### src/rtl/pipe_ctrl_pkg.sv
// Shared pipeline-control types: register-address type, controller state
// encoding and the source/destination match helper.
package pipe_ctrl_pkg;

  typedef logic [4:0] reg_addr_t;

  typedef enum logic [1:0] {
    ST_RUN    = 2'd0,
    ST_DSTALL = 2'd1,
    ST_MWAIT  = 2'd2,
    ST_FLUSH  = 2'd3
  } pipe_state_e;

  localparam int unsigned CNT_W = 32;

  // x0 is hardwired to zero, so a read of it never depends on an older write.
  function automatic logic src_match(input logic used, input reg_addr_t src,
                                     input reg_addr_t rd, input logic wren);
    return used && (src != '0) && wren && (src == rd);
  endfunction

endpackage

### src/rtl/pipe_ctrl_hazard_detect.sv
// Read-after-write hazard compare between the ID-stage sources and the
// destinations still in flight in ID/EX, EX/MEM and MEM/WB.
module hazard_detect
  import pipe_ctrl_pkg::*;
#(
  parameter bit RF_BYPASS = 1'b0
) (
  input  reg_addr_t rs1_addr_i,
  input  logic      rs1_used_i,
  input  reg_addr_t rs2_addr_i,
  input  logic      rs2_used_i,
  input  reg_addr_t idex_rd_addr_i,
  input  logic      idex_rd_wren_i,
  input  reg_addr_t exmem_rd_addr_i,
  input  logic      exmem_rd_wren_i,
  input  reg_addr_t memwb_rd_addr_i,
  input  logic      memwb_rd_wren_i,
  output logic      hazard_o
);

  logic hz_idex, hz_exmem, hz_memwb;

  assign hz_idex  = src_match(rs1_used_i, rs1_addr_i, idex_rd_addr_i, idex_rd_wren_i)
                  | src_match(rs2_used_i, rs2_addr_i, idex_rd_addr_i, idex_rd_wren_i);
  assign hz_exmem = src_match(rs1_used_i, rs1_addr_i, exmem_rd_addr_i, exmem_rd_wren_i)
                  | src_match(rs2_used_i, rs2_addr_i, exmem_rd_addr_i, exmem_rd_wren_i);
  // A write-through register file already returns the MEM/WB value in ID.
  assign hz_memwb = !RF_BYPASS &&
                    (src_match(rs1_used_i, rs1_addr_i, memwb_rd_addr_i, memwb_rd_wren_i)
                   | src_match(rs2_used_i, rs2_addr_i, memwb_rd_addr_i, memwb_rd_wren_i));

  assign hazard_o = hz_idex | hz_exmem | hz_memwb;

endmodule

### src/rtl/pipe_ctrl.sv
// Five-stage pipeline controller: per-cycle stall/flush decisions, a
// registered view of the last cycle's class, perf counters and memory timeout.
module pipe_ctrl
  import pipe_ctrl_pkg::*;
#(
  parameter int unsigned MAX_WAIT  = 16,  // must be >= 1
  parameter bit          RF_BYPASS = 1'b0
) (
  input  logic             clk_i,
  input  logic             rst_i,
  input  reg_addr_t        id_rs1_addr_i,
  input  reg_addr_t        id_rs2_addr_i,
  input  logic             id_rs1_used_i,
  input  logic             id_rs2_used_i,
  input  reg_addr_t        idex_rd_addr_i,
  input  reg_addr_t        exmem_rd_addr_i,
  input  reg_addr_t        memwb_rd_addr_i,
  input  logic             idex_rd_wren_i,
  input  logic             exmem_rd_wren_i,
  input  logic             memwb_rd_wren_i,
  input  logic             exmem_br_sel_i,
  input  logic             exmem_jump_i,
  input  logic             exmem_mem_req_i,
  input  logic             mem_ready_i,
  output logic             pc_en_o,
  output logic             ifid_en_o,
  output logic             idex_en_o,
  output logic             exmem_en_o,
  output logic             memwb_en_o,
  output logic             ifid_flush_o,
  output logic             idex_flush_o,
  output logic             exmem_flush_o,
  output logic [1:0]       state_o,
  output logic [CNT_W-1:0] stall_cnt_o,
  output logic [CNT_W-1:0] flush_cnt_o,
  output logic             timeout_o
);

  localparam int unsigned WAIT_W = $clog2(MAX_WAIT + 1);
  localparam logic [WAIT_W-1:0] WAIT_MAX = WAIT_W'(MAX_WAIT);

  pipe_state_e       state_q, state_d;
  logic [CNT_W-1:0]  stall_cnt_q, stall_cnt_d;
  logic [CNT_W-1:0]  flush_cnt_q, flush_cnt_d;
  logic [WAIT_W-1:0] wait_cnt_q, wait_cnt_d;
  logic              timeout_q, timeout_d;
  logic              hazard, mwait, redirect;

  hazard_detect #(.RF_BYPASS(RF_BYPASS)) u_hazard (
    .rs1_addr_i      (id_rs1_addr_i),
    .rs1_used_i      (id_rs1_used_i),
    .rs2_addr_i      (id_rs2_addr_i),
    .rs2_used_i      (id_rs2_used_i),
    .idex_rd_addr_i  (idex_rd_addr_i),
    .idex_rd_wren_i  (idex_rd_wren_i),
    .exmem_rd_addr_i (exmem_rd_addr_i),
    .exmem_rd_wren_i (exmem_rd_wren_i),
    .memwb_rd_addr_i (memwb_rd_addr_i),
    .memwb_rd_wren_i (memwb_rd_wren_i),
    .hazard_o        (hazard)
  );

  // A redirect held in EX/MEM is masked while memory is busy and acts in the
  // cycle mem_ready_i rises.
  assign mwait    = exmem_mem_req_i & ~mem_ready_i;
  assign redirect = (exmem_br_sel_i | exmem_jump_i) & ~mwait;

  always_ff @(posedge clk_i) begin
    if (rst_i) begin
      state_q     <= ST_RUN;
      stall_cnt_q <= '0;
      flush_cnt_q <= '0;
      wait_cnt_q  <= '0;
      timeout_q   <= 1'b0;
    end else begin
      state_q     <= state_d;
      stall_cnt_q <= stall_cnt_d;
      flush_cnt_q <= flush_cnt_d;
      wait_cnt_q  <= wait_cnt_d;
      timeout_q   <= timeout_d;
    end
  end

  always_comb begin
    state_d = ST_RUN;
    if (mwait)         state_d = ST_MWAIT;
    else if (redirect) state_d = ST_FLUSH;
    else if (hazard)   state_d = ST_DSTALL;
  end

  always_comb begin
    stall_cnt_d = stall_cnt_q;
    flush_cnt_d = flush_cnt_q;
    wait_cnt_d  = '0;
    if (state_d == ST_DSTALL || state_d == ST_MWAIT) stall_cnt_d = stall_cnt_q + 32'd1;
    if (state_d == ST_FLUSH) flush_cnt_d = flush_cnt_q + 32'd1;
    if (state_d == ST_MWAIT) begin
      wait_cnt_d = (wait_cnt_q == WAIT_MAX) ? wait_cnt_q : wait_cnt_q + WAIT_W'(1);
    end
    timeout_d = timeout_q | (wait_cnt_d == WAIT_MAX);
  end

  always_comb begin
    pc_en_o       = 1'b1;
    ifid_en_o     = 1'b1;
    idex_en_o     = 1'b1;
    exmem_en_o    = 1'b1;
    memwb_en_o    = 1'b1;
    ifid_flush_o  = 1'b0;
    idex_flush_o  = 1'b0;
    exmem_flush_o = 1'b0;
    if (rst_i) begin
      ifid_flush_o  = 1'b1;
      idex_flush_o  = 1'b1;
      exmem_flush_o = 1'b1;
    end else begin
      case (state_d)
        ST_MWAIT: begin
          pc_en_o    = 1'b0;
          ifid_en_o  = 1'b0;
          idex_en_o  = 1'b0;
          exmem_en_o = 1'b0;
          memwb_en_o = 1'b0;
        end
        ST_FLUSH: begin
          ifid_flush_o  = 1'b1;
          idex_flush_o  = 1'b1;
          exmem_flush_o = 1'b1;
        end
        ST_DSTALL: begin
          pc_en_o      = 1'b0;
          ifid_en_o    = 1'b0;
          idex_flush_o = 1'b1;
        end
        default: ;
      endcase
    end
  end

  assign state_o     = state_q;
  assign stall_cnt_o = stall_cnt_q;
  assign flush_cnt_o = flush_cnt_q;
  assign timeout_o   = timeout_q;

endmodule
### config.mk
export PLATFORM = sky130hd
export DESIGN_NAME = pipe_ctrl
export DESIGN_NICKNAME = d
export VERILOG_FILES = /design/src/rtl/pipe_ctrl_pkg.sv /design/src/rtl/pipe_ctrl_hazard_detect.sv /design/src/rtl/pipe_ctrl.sv
export SDC_FILE = /design/constraint.sdc
export NUM_CORES = 1
export LEC_CHECK = 0
export BUFFER_PORTS_ARGS = -buffer_cell sky130_fd_sc_hd__buf_2
export CORE_AREA = 2 2 103 85
export DETAILED_ROUTE_END_ITERATION = 7
export DIE_AREA = 0 0 105 87
export GPL_ROUTABILITY_DRIVEN = 0
export PLACE_DENSITY = 0.87
export SLEW_MARGIN = 10
export SYNTH_ARGS = -nofsm -noshare
export SYNTH_HDL_FRONTEND = slang
export SYNTH_SLANG_ARGS = --single-unit
### constraint.sdc
create_clock -name clk_i -period 3.3 [get_ports clk_i]
set_input_delay 0.66 -clock clk_i [delete_from_list [all_inputs] [get_ports clk_i]]
set_output_delay 0.66 -clock clk_i [all_outputs]
set_load 0.05 [all_outputs]
==> impl_metrics.json, run 1 <==
{
  "status": "finished clean",
  "area_delta_synth_final_pct": 20.80,
  "maxSlewViolCount": 0,
  "synth.top_cell.area_share_pct": 34.68,
  "min_period_ps": 2978,
  "antenna_found_initial": 0,
  "core_area_um2": 8183,
  "vias": 4060,
  "yosysMostFrequentCell": "nor2_1",
  "ys.flop_type": "dfxtp_1",
  "dpl.cell_count": 698,
  "worst_pin_slew_ps": 810.4,
  "clock-sinks": 72,
  "yosysWarnings": 0,
  "fp.dieH_um": 87,
  "vias_per_cell": 5.686,
  "postSynth.asyncResetShare_pct": 0,
  "fin_crit_sh_pct": 90.23,
  "cts_hold_buf": 0,
  "wl_per_cell_um": 14.70,
  "io_buffers": 110,
  "critPathRequiredTime_ps": 2640,
  "crit_fanout": 4,
  "synth_area_leaders": "dfxtp_1, xor2_1, mux2_1, nor2_1, nor2b_1",
  "finalHoldViolCount": 0,
  "track_usage_pct": 22.49,
  "p_leak_nw": 2.142,
  "instances_no_fill": 714,
  "finish.utilization_pct": 61.36,
  "grt_pass1_vias": 3696,
  "clkTransAtPathRegs_ps": 70,
  "post-dp-hpwl_um": 7622,
  "cts_tree": "built",
  "ys_types": 44,
  "die_width_um": 105,
  "synth_edf_count": 0,
  "final.setup.tns_ps": 0,
  "synth_nets": 538,
  "cts-htree-levels": 3,
  "rows": 30,
  "startpoint_type": "primary input",
  "ant_nets": 0,
  "ys_ff_latch": 72,
  "worst-setup-path-type": "primary input to primary output",
  "initial_core_util_pct": 50.80,
  "setup_slack_ps": 322.4,
  "wirelength_um": 10500,
  "max-slew-margin-rel_pct": 45.61,
  "dr.first_iter.drc_count": 239,
  "hold_class": "flop to flop",
  "ctsResizeCount": 0,
  "dp_slack_ps": 345.2,
  "cp.arrival_ps": 2320,
  "synth_commonest_cells": "nor2_1, dfxtp_1, xor2_1",
  "cap_violations": 0,
  "crit_path_end_kind": "primary output",
  "drt_first_pass_iters": 5,
  "ir_drop_mv": 0.2998,
  "cts_setup_buffers": 0,
  "p_per_area_nw_per_um2": 398.4,
  "fin_skew_ps": 12.50,
  "die-area_um2": 9135,
  "synth_area_um2": 4156,
  "cts_root_buffer": "clkbuf_8",
  "final_net_count": 637,
  "whs_ps": 490.4,
  "dpl-instance-area_um2": 4755,
  "antenna_cells": 0,
  "rsz0062_at_grt": "false",
  "cts_inserted_buffers": 9,
  "drive_above_1_share_pct": 23.92,
  "syn_inst": 498,
  "gr-total-overflow": 0,
  "clk-insertion-delay-late_ps": 350,
  "fillCellCount": 731,
  "clockBufferDepth": 2,
  "pin_count": 111,
  "grt_max_degree": 76,
  "grt_pass1_wl_um": 17110,
  "setup_viol": 0,
  "synth_top_area_cell": "dfxtp_1",
  "synth_seq_area_share_pct": 34.68,
  "drc_errors": 0,
  "post_synth.cell_area_avg_um2": 8.346,
  "final_cell_area_um2": 5021,
  "fmaxAchievable_ghz": 0.3358,
  "finalPower_mw": 2.001
}
metal layers:
| metal | vias to the layer above | track usage, % | part of all wire, % |
|---|---|---|---|
| met5 | - | 0 | 0 |
| met4 | 0 | 7.636 | 2.1 |
| met3 | 26 | 4.413 | 6.9 |
| met2 | 172 | 37.25 | 47 |
| met1 | 1900 | 29.64 | 44 |
| li1 | 1962 | - | - |
final timing paths:
path         slack (ps)             start  cells past startpoint         endpoint
max                 320  id_rs2_addr_i[0]                      7          pc_en_o
min                 490         timeout_o                      2        timeout_o
max reg2reg         970    stall_cnt_o[3]                      6  stall_cnt_o[19]
min reg2reg         490         timeout_o                      2        timeout_o
registers in the layout, summed over array words and instances (netlist names):
signal       count
timeout_o        1
flush_cnt_o     32
state_o          2
stall_cnt_o     32
wait_cnt_q       5
cell families (layout without fill, tap and decap cells):
kind of cell / Yosys count / in the layout / share of synthesized area, %
AO/OA/AOI/OAI: 59 / 59 / 9.422
XOR/XNOR: 61 / 61 / 12.85
adder cells (fa/ha/maj): 4 / 4 / 1.204
buffers and inverters: 37 / 141 / 4.395
flip-flops: 72 / 72 / 34.68
multiplexers: 30 / 30 / 8.128
AND/OR/NAND/NOR: 235 / 235 / 29.32
cell type report:
class	instances	area, µm²	share of cell area (%)
Tap cell	112	140.1	2.791
Clock inverter	7	142.6	2.841
Multi-Input combinational cell	389	2532	50.44
Timing Repair Buffer	119	618.1	12.31
Clock buffer	9	123.9	2.467
Inverter	6	22.52	0.4485
Sequential cell	72	1441	28.71
power by group:
part / switching [mW] / internal (mW) / total, mW
registers: 0.00801 / 0.875 / 0.883
clock network: 0.343 / 0.581 / 0.924
logic: 0.131 / 0.0621 / 0.193
worst max-delay path, cell delays in order:
cell	delay, ps
buf_2	130
xor2_1	140
nor4_1	280
nand3_1	200
a311o_1	430
a31o_2	270
buf_2	210
cells in the final DEF, fill, tap and decap left out, types with 6 or more instances in the layout:
cell / netlist / final
a21oi_1: 9 / 9
a311oi_1: 7 / 7
a31oi_1: 24 / 24
and3_1: 13 / 13
buf_2: 2 / 110
buf_4: 5 / 9
clkbuf_8: 0 / 9
dfxtp_1: 72 / 72
inv_1: 6 / 6
mux2_1: 27 / 27
nand2_1: 25 / 25
nand3_1: 29 / 29
nand4_1: 20 / 20
nor2_1: 74 / 74
nor2b_1: 28 / 28
nor3_1: 8 / 8
nor4_1: 11 / 11
xnor2_1: 20 / 20
xor2_1: 41 / 41
Note: power is estimated with default switching activity, not from simulation.
==> inputs of run 2 (changes only) <==
--- a/config.mk
+++ b/config.mk
@@ -6,12 +6,13 @@
 export NUM_CORES = 1
 export LEC_CHECK = 0
 export BUFFER_PORTS_ARGS = -buffer_cell sky130_fd_sc_hd__buf_2
-export CORE_AREA = 2 2 103 85
+export CORE_AREA = 2 2 101 83
 export DETAILED_ROUTE_END_ITERATION = 7
-export DIE_AREA = 0 0 105 87
+export DIE_AREA = 0 0 103 85
 export GPL_ROUTABILITY_DRIVEN = 0
-export PLACE_DENSITY = 0.87
+export PLACE_DENSITY = 0.88
 export SLEW_MARGIN = 10
 export SYNTH_ARGS = -nofsm -noshare
 export SYNTH_HDL_FRONTEND = slang
+export SYNTH_HIERARCHICAL = 1
 export SYNTH_SLANG_ARGS = --single-unit
==> run 2 against run 1 <==
Synthesized cell count down 3.2%. Die area down 4.2%. Utilization up 1.8 points. Maximum frequency down 8.0%. First-iteration DRC count down 13%. Register-to-register slack better by 90 ps. Largest power group is now sequential cells.
==> impl_metrics.json, run 2 <==
{
  "status": "finished clean",
  "yosysMostFrequentCell": "dfxtp_1",
  "yosysWarnings": 6,
  "final_cell_mix": "buf_2, dfxtp_1, nor2_1",
  "grt_use_met2_pct": 38.55,
  "cp.arrival_ps": 2580,
  "syn_inst": 482,
  "startpoint_type": "primary input",
  "ys.flop_type": "dfxtp_1",
  "finalPower_mw": 1.919,
  "fin_skew_ps": 18.78,
  "dp_slack_ps": 44.77,
  "dpl-instance-area_um2": 4633,
  "p_per_area_nw_per_um2": 391.6,
  "worst-setup-path-type": "primary input to primary output",
  "gr-total-overflow": 0,
  "track_usage_pct": 24.10,
  "clockBufferDepth": 2,
  "use_met1_pct": 31.73,
  "vias_per_cell": 5.793,
  "postSynth.asyncResetShare_pct": 0,
  "pin_count": 111,
  "clk-insertion-delay-late_ps": 340,
  "initial_core_util_pct": 51.68,
  "max-slew-margin-rel_pct": 43.50,
  "ir_drop_mv": 0.3096,
  "final_net_count": 621,
  "synth-simple-area-share_pct": 29.93,
  "antenna_cells": 0,
  "dr.first_iter.drc_count": 208,
  "worst_pin_slew_ps": 845.5,
  "rows": 29,
  "cts-htree-levels": 3,
  "post_synth.cell_area_avg_um2": 8.325,
  "wirelength_um": 10410,
  "ys_ff_latch": 72,
  "drc_errors": 0,
  "synth_area_leaders": "dfxtp_1, xor2_1, mux2_2, or4_1, a21oi_1",
  "maxSlewViolCount": 0,
  "hold_class": "flop to flop",
  "cts_root_buffer": "clkbuf_8",
  "critPathRequiredTime_ps": 2640,
  "cap_violations": 0,
  "ant_nets": 0,
  "finalHoldViolCount": 0,
  "synth.area.mux_share_pct": 5.020,
  "synth_compound_area_share_pct": 12.35,
  "cts_inserted_buffers": 9,
  "crit_path_end_kind": "primary output",
  "synth_edf_count": 0,
  "fp.dieH_um": 85,
  "grt_pass1_wl_um": 17130,
  "antenna_found_initial": 0,
  "vias": 4020,
  "min_period_ps": 3236,
  "synth_fa_ha_area_share_pct": 1.247,
  "drive_above_1_share_pct": 27.13,
  "fillCellCount": 701,
  "register_area_um2": 1441,
  "crit_fanout": 4,
  "die_width_um": 103,
  "wl_per_cell_um": 15.00,
  "final_cell_area_um2": 4901,
  "synthXorXnorAreaFrac_pct": 10.70,
  "layout_commonest_cell": "buf_2",
  "grt_max_degree": 46,
  "fmaxAchievable_ghz": 0.3091,
  "ys_types": 41,
  "synth_area_um2": 4013,
  "grt_busiest_layer": "met2",
  "die-area_um2": 8755,
  "multi_input_area_um2": 2402,
  "core_area_um2": 7765,
  "drt_first_pass_iters": 5,
  "rsz0062_at_grt": "true",
  "grt_pass1_vias": 3658,
  "cts_tree": "built",
  "fin_crit_sh_pct": 98.05,
  "p_leak_nw": 1.904,
  "synth_top_area_cell": "dfxtp_1",
  "whs_ps": 466.2,
  "synth_top_family_by_area": "simple AND/OR/NAND/NOR gates",
  "synth.top_cell.area_share_pct": 35.92,
  "clkTransAtPathRegs_ps": 70,
  "clock-sinks": 72,
  "post-dp-hpwl_um": 7436,
  "synth_nets": 522,
  "area_delta_synth_final_pct": 22.14,
  "setup_viol": 0,
  "met3_usage_pct": 7.002,
  "io_buffers": 110,
  "setup_slack_ps": 64.35,
  "synth_commonest_cells": "dfxtp_1, nor2_1, a21oi_1",
  "finish.utilization_pct": 63.12,
  "synth_seq_area_share_pct": 35.92
}
## run 2: cell types whose count changed after synthesis, moves of 9 or more
| cell | previous run | this run |
|---|---|---|
| xor2_1 | 41 | 31 |
| o31ai_1 | 4 | 21 |
| inv_1 | 6 | 15 |
| a21oi_1 | 9 | 34 |
| nor2_1 | 74 | 38 |
| nor4_1 | 11 | 26 |
| or4_1 | 2 | 25 |
| o21ai_0 | 5 | 14 |
| nor2b_1 | 28 | 18 |
| mux2_1 | 27 | 0 |
| a31oi_1 | 24 | 4 |
| nand4_1 | 20 | 10 |
| mux2_2 | 3 | 17 |
## run 2: power by group
part	switching, mW	leakage, nW	internal, mW
logic	0.128	1.21	0.0615
registers	0.00858	0.581	0.876
clock network	0.339	0.117	0.506
## run 2: through the flow
stage                     setup TNS, ps  instances
final                                 0        694
after global routing             -32.20        694
after CTS                             0        694
after detailed placement              0        678
after global placement                0        678
after floorplan                       0        482
## run 2: path summary, 6_finish.rpt
check                                 startpoint              end  slack [ps]  cells past startpoint
worst max-delay path            id_rs1_addr_i[0]        ifid_en_o          60                     10
worst min-delay path                   timeout_o        timeout_o         470                      2
worst max register to register    flush_cnt_o[0]  flush_cnt_o[20]        1060                      5
worst min register to register         timeout_o        timeout_o         470                      2
## run 2: kinds of logic after synthesis
kind of cell	after synthesis
xor gates and xnor gates	49
AOI/OAI and AO/OA	83
adders and majority gates	4
and+or+nand+nor	211
buffers and inverters	45
DFF	72
muxes	18
## run 2: critical path, stage by stage
cell and delay, ps:
buf_2 130, xor2_1 190, nor4_2 370, nand3_1 120, a31oi_1 140, or2_1 160
nor3b_4 210, nor2_1 100, or2_2 290, buf_2 210
## run 2: per-layer routing
metal,share of wire [%],vias to the layer above
met1,44,1905
met5,0,-
met4,1.3,0
met2,48,142
li1,-,1957
met3,6.2,16
## run 2: repair_timing
action,CTS,global route
hold buffers,0,0
resized for setup,0,4
endpoints found under the setup margin,0,2
buffers inserted,0,0
## run 2: layout make-up
type / instances / share of cell area (%)
Clock buffer: 10 / 2.604
Multi-Input combinational cell: 365 / 49.02
Timing Repair Buffer: 118 / 12.71
Inverter: 15 / 1.149
Tap cell: 108 / 2.757
Clock inverter: 6 / 2.349
Sequential cell: 72 / 29.41
==> inputs of run 3 (changes only) <==
--- a/config.mk
+++ b/config.mk
@@ -6,11 +6,13 @@
 export NUM_CORES = 1
 export LEC_CHECK = 0
 export BUFFER_PORTS_ARGS = -buffer_cell sky130_fd_sc_hd__buf_2
-export CORE_AREA = 2 2 101 83
+export CELL_PAD_IN_SITES_DETAIL_PLACEMENT = 1
+export CELL_PAD_IN_SITES_GLOBAL_PLACEMENT = 2
+export CORE_AREA = 2 2 133 109
 export DETAILED_ROUTE_END_ITERATION = 7
-export DIE_AREA = 0 0 103 85
+export DIE_AREA = 0 0 135 111
 export GPL_ROUTABILITY_DRIVEN = 0
-export PLACE_DENSITY = 0.88
+export PLACE_DENSITY = 0.87
 export SLEW_MARGIN = 10
 export SYNTH_ARGS = -nofsm -noshare
 export SYNTH_HDL_FRONTEND = slang
==> run 3 against run 2 <==
Clock skew down 12 ps. First-iteration DRC count shrank 17%. Total power grew 8.0%. Global-route usage down 7.1 points. Utilization fell by 26 points. Sequential share of layout area decreased by 1.1 points. Flip-flop and latch count is the same. Clock power is 17% higher.
==> impl_metrics.json, run 3 (synthesis results as in run 2) <==
{
  "critPathRequiredTime_ps": 2640,
  "wl_per_cell_um": 15.92,
  "drt_first_pass_iters": 6,
  "area_delta_synth_final_pct": 26.88,
  "cts_root_buffer": "clkbuf_16",
  "hold_class": "flop to flop",
  "cts-htree-levels": 3,
  "antenna_found_initial": 0,
  "vias": 4025,
  "cp.arrival_ps": 2500,
  "io_buffers": 110,
  "clk-insertion-delay-late_ps": 340,
  "min_period_ps": 3156,
  "worst_pin_slew_ps": 840.0,
  "crit_path_end_kind": "primary output",
  "register_area_um2": 1441,
  "final_cell_area_um2": 5091,
  "clock-sinks": 72,
  "cts_setup_buffers": 0,
  "cts_tree": "built",
  "dr.first_iter.drc_count": 172,
  "multi_input_area_um2": 2420,
  "startpoint_type": "primary input",
  "initial_core_util_pct": 28.95,
  "p_per_area_nw_per_um2": 407.0,
  "ant_nets": 0,
  "fin_skew_ps": 7.159,
  "status": "finished clean",
  "post-dp-hpwl_um": 9033,
  "ir_drop_mv": 0.2283,
  "fmaxAchievable_ghz": 0.3168,
  "fin_crit_sh_pct": 95.65,
  "dpl-instance-area_um2": 4736,
  "clkTransAtPathRegs_ps": 60,
  "instances_no_fill": 771,
  "p_leak_nw": 1.942,
  "max-slew-margin-rel_pct": 43.87,
  "layout_commonest_cell": "buf_2",
  "crit_fanout": 4,
  "setup_viol": 0,
  "pin_count": 111,
  "grt_pass1_vias": 4143,
  "die_width_um": 135,
  "vias_per_cell": 5.220,
  "final_net_count": 622,
  "gr-total-overflow": 0,
  "maxSlewViolCount": 0,
  "worst-setup-path-type": "primary input to primary output",
  "cts_inserted_buffers": 9,
  "drc_errors": 0,
  "finalHoldViolCount": 0,
  "fp.dieH_um": 111,
  "drive_above_1_share_pct": 27.77,
  "die-area_um2": 14990,
  "cap_violations": 0,
  "final_cell_mix": "buf_2, dfxtp_1, nor2_1",
  "grt_pass1_wl_um": 20660,
  "core_area_um2": 13860,
  "clockBufferDepth": 2,
  "dpl.cell_count": 755,
  "antenna_cells": 0,
  "rsz0062_at_grt": "false",
  "wirelength_um": 12270,
  "rows": 39,
  "grt_max_degree": 57,
  "fillCellCount": 1683,
  "track_usage_pct": 16.98
}
-- run 3: changes by cell type in the layout (fill, tap and decap cells not counted), moves of 2 or more --
cell | before | now
buf_2 | 110 | 108
bufinv_16 | 3 | 1
clkbuf_16 | 0 | 9
clkbuf_8 | 9 | 0
nor4_1 | 23 | 21
nor4_2 | 3 | 5
-- run 3: what timing repair did --
action	4_1_cts	5_1_grt
hold buffers	0	0
pin swaps	0	5
gates resized for setup	4	11
setup endpoints to repair	2	2
-- run 3: worst paths after layout --
check / from / endpoint / slack, ps / cells past startpoint
worst max-delay path: id_rs2_addr_i[3] / pc_en_o / 140 / 10
worst max register to register: flush_cnt_o[0] / flush_cnt_o[30] / 1030 / 5
worst min-delay path: timeout_o / timeout_o / 480 / 2
worst min register to register: timeout_o / timeout_o / 480 / 2
-- run 3: power by group --
group,internal (mW),switching (mW),leakage [nW]
Combinational,0.0655,0.133,1.22
Sequential,0.877,0.00945,0.581
Clock,0.590,0.397,0.139
Total,1.53,0.540,1.94
-- run 3: cell type report --
type | instances | area share (%)
flip-flops and latches | 72 | 28.31
multi-input cells | 365 | 47.53
clock inverters | 6 | 1.327
clock buffers | 10 | 4.497
repair buffers | 119 | 12.71
inverters | 15 | 1.106
well taps | 184 | 4.522
-- run 3: routing by layer --
layer	global-route usage [%]	share of wire, %	vias to the layer above
met5	0	0	-
met4	5.278	1.5	0
met3	4.252	3.9	13
met2	28.46	50	65
met1	21.39	45	1983
li1	-	-	1964
-- run 3: critical path, cell delays in order --
cell and delay [ps]:
buf_2 130, xor2_1 180, nor4_2 340, nand3_1 140, a31oi_1 170, or2_1 130, nor3b_4 250, nor2_2 80
or2_4 250, buf_6 160
-- run 3: metrics by stage --
stage                     total power [mW]  setup TNS (ps)  hold WS (ps)  setup slack, ps  util [%]
after floorplan                      1.022               0         513.2            103.8         -
after global placement               1.088          -111.5         442.4           -56.12     34.17
after detailed placement             1.093          -239.3         464.8           -68.82     34.17
after CTS                            2.103               0         486.5            41.82     36.49
after global routing                 2.158               0         506.6            55.67     36.74
final                                2.072               0         477.9            143.6     36.74
